File: src/rtl/hazard_controller_if.sv
// Signal bundle between the pipeline datapath (master) and the hazard controller (slave).
// Carries register addresses, write enables and the stall/flush/forward controls.
interface hazard_controller_if #(
    parameter int CNT_W = 16
);
    logic [3:0]       RA1D;
    logic [3:0]       RA2D;
    logic [3:0]       RA1E;
    logic [3:0]       RA2E;
    logic [3:0]       WA3E;
    logic [3:0]       WA3M;
    logic [3:0]       WA3W;
    logic             RegWE;
    logic             MemtoRegE;
    logic             RegWM;
    logic             RegWW;
    logic             BranchTakenE;
    logic             MultiCycleE;
    logic             StallF;
    logic             StallD;
    logic             FlushD;
    logic             StallE;
    logic             FlushE;
    logic [1:0]       ForwardAE;
    logic [1:0]       ForwardBE;
    logic             MCBusy;
    logic             MCDone;
    logic [CNT_W-1:0] StallCount;

    modport master (
        output RA1D, RA2D, RA1E, RA2E, WA3E, WA3M, WA3W,
        output RegWE, MemtoRegE, RegWM, RegWW, BranchTakenE, MultiCycleE,
        input  StallF, StallD, FlushD, StallE, FlushE,
        input  ForwardAE, ForwardBE, MCBusy, MCDone, StallCount
    );

    modport slave (
        input  RA1D, RA2D, RA1E, RA2E, WA3E, WA3M, WA3W,
        input  RegWE, MemtoRegE, RegWM, RegWW, BranchTakenE, MultiCycleE,
        output StallF, StallD, FlushD, StallE, FlushE,
        output ForwardAE, ForwardBE, MCBusy, MCDone, StallCount
    );
endinterface

File: src/rtl/hazard_controller.sv
// Hazard/sequencing controller for the 5-stage core: forwarding selects, load-use
// stalls, branch flushes, multi-cycle E-stage sequencing and a stall-cycle counter.
module hazard_controller #(
    parameter int MC_LATENCY = 4,
    parameter int CNT_W      = 16
) (
    input logic                 CLK,
    input logic                 RESET,
    hazard_controller_if.slave  hz
);

    typedef enum logic [1:0] {
        IDLE = 2'd0,
        BUSY = 2'd1,
        DONE = 2'd2
    } state_t;

    // cnt holds the number of BUSY cycles still to run after the first stalled cycle.
    localparam logic [3:0] MC_LOAD = 4'(MC_LATENCY - 2);

    state_t           state_q, state_d;
    logic [3:0]       cnt_q, cnt_d;
    logic [CNT_W-1:0] stall_count_q, stall_count_d;

    logic ld_stall;
    logic stall_f, stall_d, flush_d, stall_e, flush_e, mc_busy, mc_done;

    logic [3:0] ra_e [2];
    logic [1:0] fwd  [2];

    assign ra_e[0] = hz.RA1E;
    assign ra_e[1] = hz.RA2E;

    generate
        for (genvar gi = 0; gi < 2; gi++) begin : g_fwd
            always_comb begin
                fwd[gi] = 2'b00;
                if (!RESET && ra_e[gi] != 4'hF) begin
                    if (hz.RegWM && hz.WA3M == ra_e[gi]) begin
                        fwd[gi] = 2'b10;
                    end else if (hz.RegWW && hz.WA3W == ra_e[gi]) begin
                        fwd[gi] = 2'b01;
                    end
                end
            end
        end
    endgenerate

    assign ld_stall = hz.MemtoRegE && hz.RegWE &&
                      (hz.WA3E == hz.RA1D || hz.WA3E == hz.RA2D);

    always_comb begin
        state_d = state_q;
        cnt_d   = cnt_q;
        stall_f = 1'b0;
        stall_d = 1'b0;
        flush_d = 1'b0;
        stall_e = 1'b0;
        flush_e = 1'b0;
        mc_busy = 1'b0;
        mc_done = 1'b0;

        if (RESET) begin
            state_d = IDLE;
            cnt_d   = 4'd0;
            flush_d = 1'b1;
            flush_e = 1'b1;
        end else begin
            case (state_q)
                IDLE: begin
                    // A branch alongside a multi-cycle op is treated as the branch.
                    if (hz.MultiCycleE && !hz.BranchTakenE) begin
                        stall_f = 1'b1;
                        stall_d = 1'b1;
                        stall_e = 1'b1;
                        mc_busy = 1'b1;
                        cnt_d   = MC_LOAD;
                        state_d = (MC_LOAD == 4'd0) ? DONE : BUSY;
                    end else if (hz.BranchTakenE) begin
                        flush_d = 1'b1;
                        flush_e = 1'b1;
                    end else if (ld_stall) begin
                        stall_f = 1'b1;
                        stall_d = 1'b1;
                        flush_e = 1'b1;
                    end
                end
                BUSY: begin
                    stall_f = 1'b1;
                    stall_d = 1'b1;
                    stall_e = 1'b1;
                    mc_busy = 1'b1;
                    cnt_d   = cnt_q - 4'd1;
                    if (cnt_q <= 4'd1) begin
                        state_d = DONE;
                    end
                end
                DONE: begin
                    mc_done = 1'b1;
                    state_d = IDLE;
                end
                default: begin
                    state_d = IDLE;
                end
            endcase
        end
    end

    always_comb begin
        stall_count_d = stall_count_q;
        if (stall_f && !(&stall_count_q)) begin
            stall_count_d = stall_count_q + 1'b1;
        end
    end

    always_ff @(posedge CLK) begin
        if (RESET) begin
            state_q       <= IDLE;
            cnt_q         <= 4'd0;
            stall_count_q <= '0;
        end else begin
            state_q       <= state_d;
            cnt_q         <= cnt_d;
            stall_count_q <= stall_count_d;
        end
    end

    assign hz.StallF     = stall_f;
    assign hz.StallD     = stall_d;
    assign hz.FlushD     = flush_d;
    assign hz.StallE     = stall_e;
    assign hz.FlushE     = flush_e;
    assign hz.ForwardAE  = fwd[0];
    assign hz.ForwardBE  = fwd[1];
    assign hz.MCBusy     = mc_busy;
    assign hz.MCDone     = mc_done;
    assign hz.StallCount = stall_count_q;

endmodule

File: src/flat_wrapper.sv
// flat-port wrapper written by rule: the top's interface ports become plain ports
module hazard_controller_flat 
#(
    parameter int MC_LATENCY = 4,
    parameter int CNT_W      = 16
)
  (CLK, RESET, hz_RA1D, hz_RA2D, hz_RA1E, hz_RA2E, hz_WA3E, hz_WA3M, hz_WA3W, hz_RegWE, hz_MemtoRegE, hz_RegWM, hz_RegWW, hz_BranchTakenE, hz_MultiCycleE, hz_StallF, hz_StallD, hz_FlushD, hz_StallE, hz_FlushE, hz_ForwardAE, hz_ForwardBE, hz_MCBusy, hz_MCDone, hz_StallCount);
  hazard_controller_if #(.CNT_W(CNT_W)) hz_i ();
  input logic CLK;
  input logic RESET;
  input wire logic [$bits(hz_i.RA1D)-1:0] hz_RA1D;
  input wire logic [$bits(hz_i.RA2D)-1:0] hz_RA2D;
  input wire logic [$bits(hz_i.RA1E)-1:0] hz_RA1E;
  input wire logic [$bits(hz_i.RA2E)-1:0] hz_RA2E;
  input wire logic [$bits(hz_i.WA3E)-1:0] hz_WA3E;
  input wire logic [$bits(hz_i.WA3M)-1:0] hz_WA3M;
  input wire logic [$bits(hz_i.WA3W)-1:0] hz_WA3W;
  input wire logic [$bits(hz_i.RegWE)-1:0] hz_RegWE;
  input wire logic [$bits(hz_i.MemtoRegE)-1:0] hz_MemtoRegE;
  input wire logic [$bits(hz_i.RegWM)-1:0] hz_RegWM;
  input wire logic [$bits(hz_i.RegWW)-1:0] hz_RegWW;
  input wire logic [$bits(hz_i.BranchTakenE)-1:0] hz_BranchTakenE;
  input wire logic [$bits(hz_i.MultiCycleE)-1:0] hz_MultiCycleE;
  output wire logic [$bits(hz_i.StallF)-1:0] hz_StallF;
  output wire logic [$bits(hz_i.StallD)-1:0] hz_StallD;
  output wire logic [$bits(hz_i.FlushD)-1:0] hz_FlushD;
  output wire logic [$bits(hz_i.StallE)-1:0] hz_StallE;
  output wire logic [$bits(hz_i.FlushE)-1:0] hz_FlushE;
  output wire logic [$bits(hz_i.ForwardAE)-1:0] hz_ForwardAE;
  output wire logic [$bits(hz_i.ForwardBE)-1:0] hz_ForwardBE;
  output wire logic [$bits(hz_i.MCBusy)-1:0] hz_MCBusy;
  output wire logic [$bits(hz_i.MCDone)-1:0] hz_MCDone;
  output wire logic [$bits(hz_i.StallCount)-1:0] hz_StallCount;
  assign hz_i.RA1D = hz_RA1D;
  assign hz_i.RA2D = hz_RA2D;
  assign hz_i.RA1E = hz_RA1E;
  assign hz_i.RA2E = hz_RA2E;
  assign hz_i.WA3E = hz_WA3E;
  assign hz_i.WA3M = hz_WA3M;
  assign hz_i.WA3W = hz_WA3W;
  assign hz_i.RegWE = hz_RegWE;
  assign hz_i.MemtoRegE = hz_MemtoRegE;
  assign hz_i.RegWM = hz_RegWM;
  assign hz_i.RegWW = hz_RegWW;
  assign hz_i.BranchTakenE = hz_BranchTakenE;
  assign hz_i.MultiCycleE = hz_MultiCycleE;
  assign hz_StallF = hz_i.StallF;
  assign hz_StallD = hz_i.StallD;
  assign hz_FlushD = hz_i.FlushD;
  assign hz_StallE = hz_i.StallE;
  assign hz_FlushE = hz_i.FlushE;
  assign hz_ForwardAE = hz_i.ForwardAE;
  assign hz_ForwardBE = hz_i.ForwardBE;
  assign hz_MCBusy = hz_i.MCBusy;
  assign hz_MCDone = hz_i.MCDone;
  assign hz_StallCount = hz_i.StallCount;
  hazard_controller #(.MC_LATENCY(MC_LATENCY), .CNT_W(CNT_W)) u_core (.CLK(CLK), .RESET(RESET), .hz(hz_i));
endmodule
File: config.mk
export PLATFORM = sky130hd
export DESIGN_NAME = hazard_controller_flat
export DESIGN_NICKNAME = d
export VERILOG_FILES = /design/src/rtl/hazard_controller_if.sv /design/src/rtl/hazard_controller.sv /design/src/flat_wrapper.sv
export SDC_FILE = /design/constraint.sdc
export NUM_CORES = 1
export LEC_CHECK = 0
export BUFFER_PORTS_ARGS = -buffer_cell sky130_fd_sc_hd__buf_4
export CORE_MARGIN = 10
export CORE_UTILIZATION = 44
export CTS_CLUSTER_SIZE = 24
export DETAILED_ROUTE_END_ITERATION = 8
export PLACE_DENSITY = 0.8
export SETUP_SLACK_MARGIN = 0.3
export SLEW_MARGIN = 5
export SYNTH_ARGS = -nofsm -noshare
export SYNTH_HDL_FRONTEND = slang
export SYNTH_SLANG_ARGS = --single-unit
File: constraint.sdc
create_clock -name CLK -period 1.75 [get_ports CLK]
set_input_delay 0.0875 -clock CLK [delete_from_list [all_inputs] [get_ports CLK]]
set_output_delay 0.0875 -clock CLK [all_outputs]
set_load 0.01 [all_outputs]
# Yosys cells after proc, flatten, opt, wreduce, memory -nomap -nowiden
# Cells that the tools add are included.
dict set report word_totals {
  ff_bits 22
  output_inout_bits 27
  input_bits 36
  elab_cells 66
}
dict set report op_classes {
  n_reduce_logical 19
  n_eq_ne 12
  mux 29
  magnitude_cmp 1
  n_addsub 2
}
# operator count
set op_table {}
lappend op_table {{$eq A4 B4 Y1} 6}
lappend op_table {{$mux W1} 18}
lappend op_table {{$add A16 B1 Y16 const B} 1}
lappend op_table {{$reduce_and A16 Y1} 1}
lappend op_table {{$mux W2} 6}
lappend op_table {{$logic_and A1 B1 Y1} 10}
lappend op_table {{$ne A4 B4 Y1 const B} 2}
lappend op_table {{$pmux W4 S2} 1}
lappend op_table {{$le A4 B1 Y1 const B} 1}
lappend op_table {{$mux W4} 1}
lappend op_table {{$ne A2 B1 Y1 const B} 2}
lappend op_table {{$pmux W1 S2} 2}
lappend op_table {{$pmux W2 S2} 1}
lappend op_table {{$reduce_and A2 Y1} 2}
lappend op_table {{$sub A4 B1 Y4 const B} 1}
lappend op_table {{$logic_not A1 Y1} 3}
lappend op_table {{$eq A2 B1 Y1 const B} 1}
lappend op_table {{$eq A2 B2 Y1 const B} 1}
lappend op_table {{$logic_not A2 Y1} 1}
lappend op_table {{$reduce_bool A2 Y1} 1}
lappend op_table {{$logic_or A1 B1 Y1} 1}

# Logic depth before layout (Yosys ltp)
dict set report logic_depth {
  word_depth 9
  mapped_depth 8
  depth_no_buf 7
}

# Worst setup path after synthesis
# No wires, ideal clock.
dict set report synth_path {
  path_kind {register to register}
  start {reg u_core.stall_count_q[0] (netlist: u_core.hz.StallCount[0])}
  end {reg u_core.stall_count_q[9] (netlist: u_core.hz.StallCount[9])}
  synth_period_minus_slack_ns 1.930
  n_path_buf 0
  path_slack_ns -0.180
  path_stages_with_launch 8
  t_arrival_ns 1.806
  t_required_ns 1.627
  setup_ns 0.123
  path_cell_list {dfxtp_1 -> ha_1 -> nand2_1 -> nor4b_4 -> and3_4 -> a21oi_4 -> nand4_1 -> mux2_1}
}
dict set report synth_via {
  elab_chain_len 3
  word_cells_on_any_way 4
  cone_classes {add/sub (1); reduce/logical (3)}
}
# item line
set synth_lines {}
lappend synth_lines {{start, declared} hazard_controller.sv:23} ;# logic [CNT_W-1:0] stall_count_q, stall_count_d;
lappend synth_lines {{start signal, assigned} hazard_controller.sv:124} ;# stall_count_q <= stall_count_d;
lappend synth_lines {{parallel branches: the longest is 3 deep, another holds $add A16 B1 Y16} -}
# Parallel ways; which one is timed is not known.
# A chain may end at the register's enable or synchronous reset.

# Worst setup path after layout
dict set report layout_path {
  start {reg u_core.stall_count_q[1] (netlist: u_core.hz.StallCount[1])}
  end {reg u_core.stall_count_q[11] (netlist: u_core.hz.StallCount[11])}
}
# The elaborated chain is that of the path after synthesis.

==> results.yml <==
status:
  run_status: "completed"
timing:
  period_share_pct: 96.14
  layout_min_cycle_time_ns: 1.682
  tns_ns: 0
  slew_headroom_pct: 72.17
  maxSlewViolCount: 0
  skew_ns: 0.002395
  hold_viol_final: 0
  finalSetupViolCount: 0
  fmax_mhz: 594.4
  rsz0062_at_grt: "yes"
  worstMarginPinSlew_ns: 0.4137
worst_hold_path:
  hold_end: "u_core.hz.StallCount[11]"
  hold_depth: 3
  hold_path_class: "input port to register"
  min_from: "RESET"
setup_path:
  r2r-start: "u_core.hz.StallCount[1]"
  cp.required_ns: 2.01
  startpoint: "u_core.hz.StallCount[1]"
  timing.rr.end: "u_core.hz.StallCount[11]"
  critPathCaptureType: "register"
  r2r_cells: 8
  critical_path_class: "register to register"
  cp.arrival_ns: 1.94
  cp-start-kind: "register"
  rrSetupSlack_ns: 0.07
  crit_fanout: 7
drt:
  drt_pass1_iterations: 4
  drc: 0
  routed_via_density: 5.346
  num_vias: 1716
  wl_um: 5204
  ant_nets: 0
  wl_per_cell_um: 16.21
  first_iter_violations: 95
logic_synthesis:
  synth-seq-area-share_pct: 28.16
  yosys-top-cells-area: "dfxtp_1, xnor2_1, nor2_1, xor2_1, nand3_1"
  ys_ff_latch: 22
  yosysWarnings: 0
  syn_inst: 183
  synth_most_common_cell: "dfxtp_1"
  synth_edf_count: 0
  synthArstFlopShare_pct: 0
  syn_area_per_cell_sq_um: 8.546
  synth_top_cell_area_share_pct: 28.16
  synth_flop_cell: "dfxtp_1"
  netlist-cell-type-count: 45
  synth_commonest_cells: "dfxtp_1, xnor2_1, nor2_1"
  netlist_area_sq_mm: 0.001564
  yosysTopAreaCell: "dfxtp_1"
  syn_nets: 222
cells_and_area:
  regArea_sq_um: 456.7
  syn2layout_area_growth_pct: 61.28
  multi_input_area_sq_mm: 0.001177
  diodes: 0
  fin_area_sq_mm: 0.002522
  drive_gt1_share_pct: 50.18
  finalNetCount: 315
  fillers: 241
  layout.cells.non_filler: 321
grt:
  grt-ovfl-total: 0
  grt_pass1_vias: 1691
  grt_use_total_pct: 15.52
  grt_pass1_wl_um: 8107
  antenna_found_initial: 0
  grt_start_max_net_pins: 20
power:
  finalPower_w: 0.001156
  pwr_density_cell_mw_per_mm2: 458.4
  peakVddDrop_uv: 534.0
  p_leak_nw: 1.116
cts:
  clk_latency_ns: 0.31
  cts_htree_levels: 1
  cts_root_buffer: "clkbuf_4"
  path_clk_slew_ns: 0.12
  clock-sinks: 22
  cts_buffers: 3
  cts.path.max_buffers: 2
  cts_tree: "built"
floorplanning:
  num_rows: 21
  start_util_pct: 46.14
  die_w_um: 79.62
  dieArea_sq_mm: 0.006339
  die_h_um: 79.62
  core_sq_mm: 0.003390
  ioPinCount: 63
place:
  dp.cells: 311
  postPlaceCellArea_sq_mm: 0.002286
  place_congestion: 0.8156
  port_buffers: 62
  hpwl_um: 3920
run:
  max_cap_viol_count: 0
-- layer usage --
| layer | GRT usage (%) | share of wire, % | routed length [um] |
|---|---|---|---|
| met1 | 15.85 | 37 | 1949 |
| met2 | 30.50 | 55 | 2866 |
| met3 | 4.279 | 6.5 | 339 |
| met4 | 2.688 | 0.92 | 48 |
| met5 | 0 | 0 | 0 |
-- per-stage QoR --
| stage | hold slack, ns | utilization, % | setup WS, ns |
|---|---|---|---|
| after global routing | 0.2672 | 74.42 | -0.04648 |
| after detailed placement | 0.3276 | 67.44 | -0.05700 |
| final | 0.2567 | 74.42 | 0.06751 |
| after floorplan | 0.2753 | - | 0.002406 |
| after global placement | 0.3258 | 67.44 | -0.03231 |
| after CTS | 0.009355 | 71.80 | 0.08297 |
-- repair_timing --
item / in CTS / in global routing
hold buffers: 0 / 3
buffers inserted: 2 / 1
hold endpoints to repair: 0 / 1
setup endpoints to repair: 21 / 21
resized for setup: 28 / 11
pin swaps: 7 / 6
-- state kept, by name, summed over array words and instances (netlist names) --
name,cells
u_core.state_q,2
u_core.hz.StallCount,16
u_core.cnt_q,4
-- report_power, final --
group	switching, W	leakage, nW	internal (W)
clock network	0.000159	0.0154	0.0000834
logic	0.000183	0.917	0.000205
registers	0.0000110	0.183	0.000515
-- cells in the final DEF, fill, tap and decap left out, types with 2 or more instances in the layout --
master	synthesis	routed
xnor2_1	21	20
dfxtp_1	22	13
xor2_2	0	2
nor3_1	4	3
nor4_1	3	3
a31o_2	3	2
nor2b_1	3	3
o21ai_0	3	2
and3_1	3	3
nor4_4	2	2
o211ai_1	2	2
buf_4	3	82
ha_1	3	2
nand4_1	4	4
dfxtp_2	0	7
inv_1	8	7
buf_8	0	2
a21oi_2	0	2
mux2_4	0	2
a41o_1	3	3
nand2_1	14	11
mux2i_1	3	3
nand2_4	0	2
nor2_1	20	19
a21oi_1	10	8
a211oi_2	0	4
clkbuf_4	0	3
dlygate4sd3_1	0	3
buf_6	1	8
nand3_1	11	10
dfxtp_4	0	2
xor2_1	8	6
-- area by class of cell --
type	count	share of cell area, %
Multi-Input combinational cell	145	46.68
Timing Repair Buffer	95	30.36
Sequential cell	22	18.11
Tap cell	46	2.282
Inverter	9	1.538
Clock buffer	3	0.8929
Clock inverter	1	0.1488
-- worst max-delay path, cell delays in order, from the launching register on --
cell	delay, ns
dfxtp_4	0.38
ha_4	0.15
nand2_4	0.06
nor4b_4	0.27
and3_4	0.25
a21oi_4	0.06
buf_6	0.14
a31o_4	0.22
a21oi_2	0.10
-- logic make-up (layout without fill, tap and decap cells) --
| kind of cell | after synthesis | count (layout) | synth area share (%) |
|---|---|---|---|
| AOI/OAI and AO/OA | 32 | 32 | 16.16 |
| xor gates and xnor gates | 29 | 29 | 16.24 |
| adders and majority gates | 3 | 3 | 2.400 |
| buffers and inverters | 16 | 108 | 5.119 |
| DFF | 22 | 22 | 28.16 |
| muxes | 5 | 5 | 3.360 |
| and+or+nand+nor | 76 | 76 | 28.56 |
-- worst max-delay path by stage --
stage	endpoint	slack, ns	depth (start not counted)
finish	u_core.hz.StallCount[11]	0.07	8
floorplan	u_core.hz.StallCount[9]	0.002	7
global route	u_core.hz.StallCount[11]	-0.05	8
detailed placement	u_core.hz.StallCount[15]	-0.06	8
CTS	u_core.hz.StallCount[9]	0.08	6
global placement	u_core.hz.StallCount[15]	-0.03	8
(Power assumes the default switching activity.)
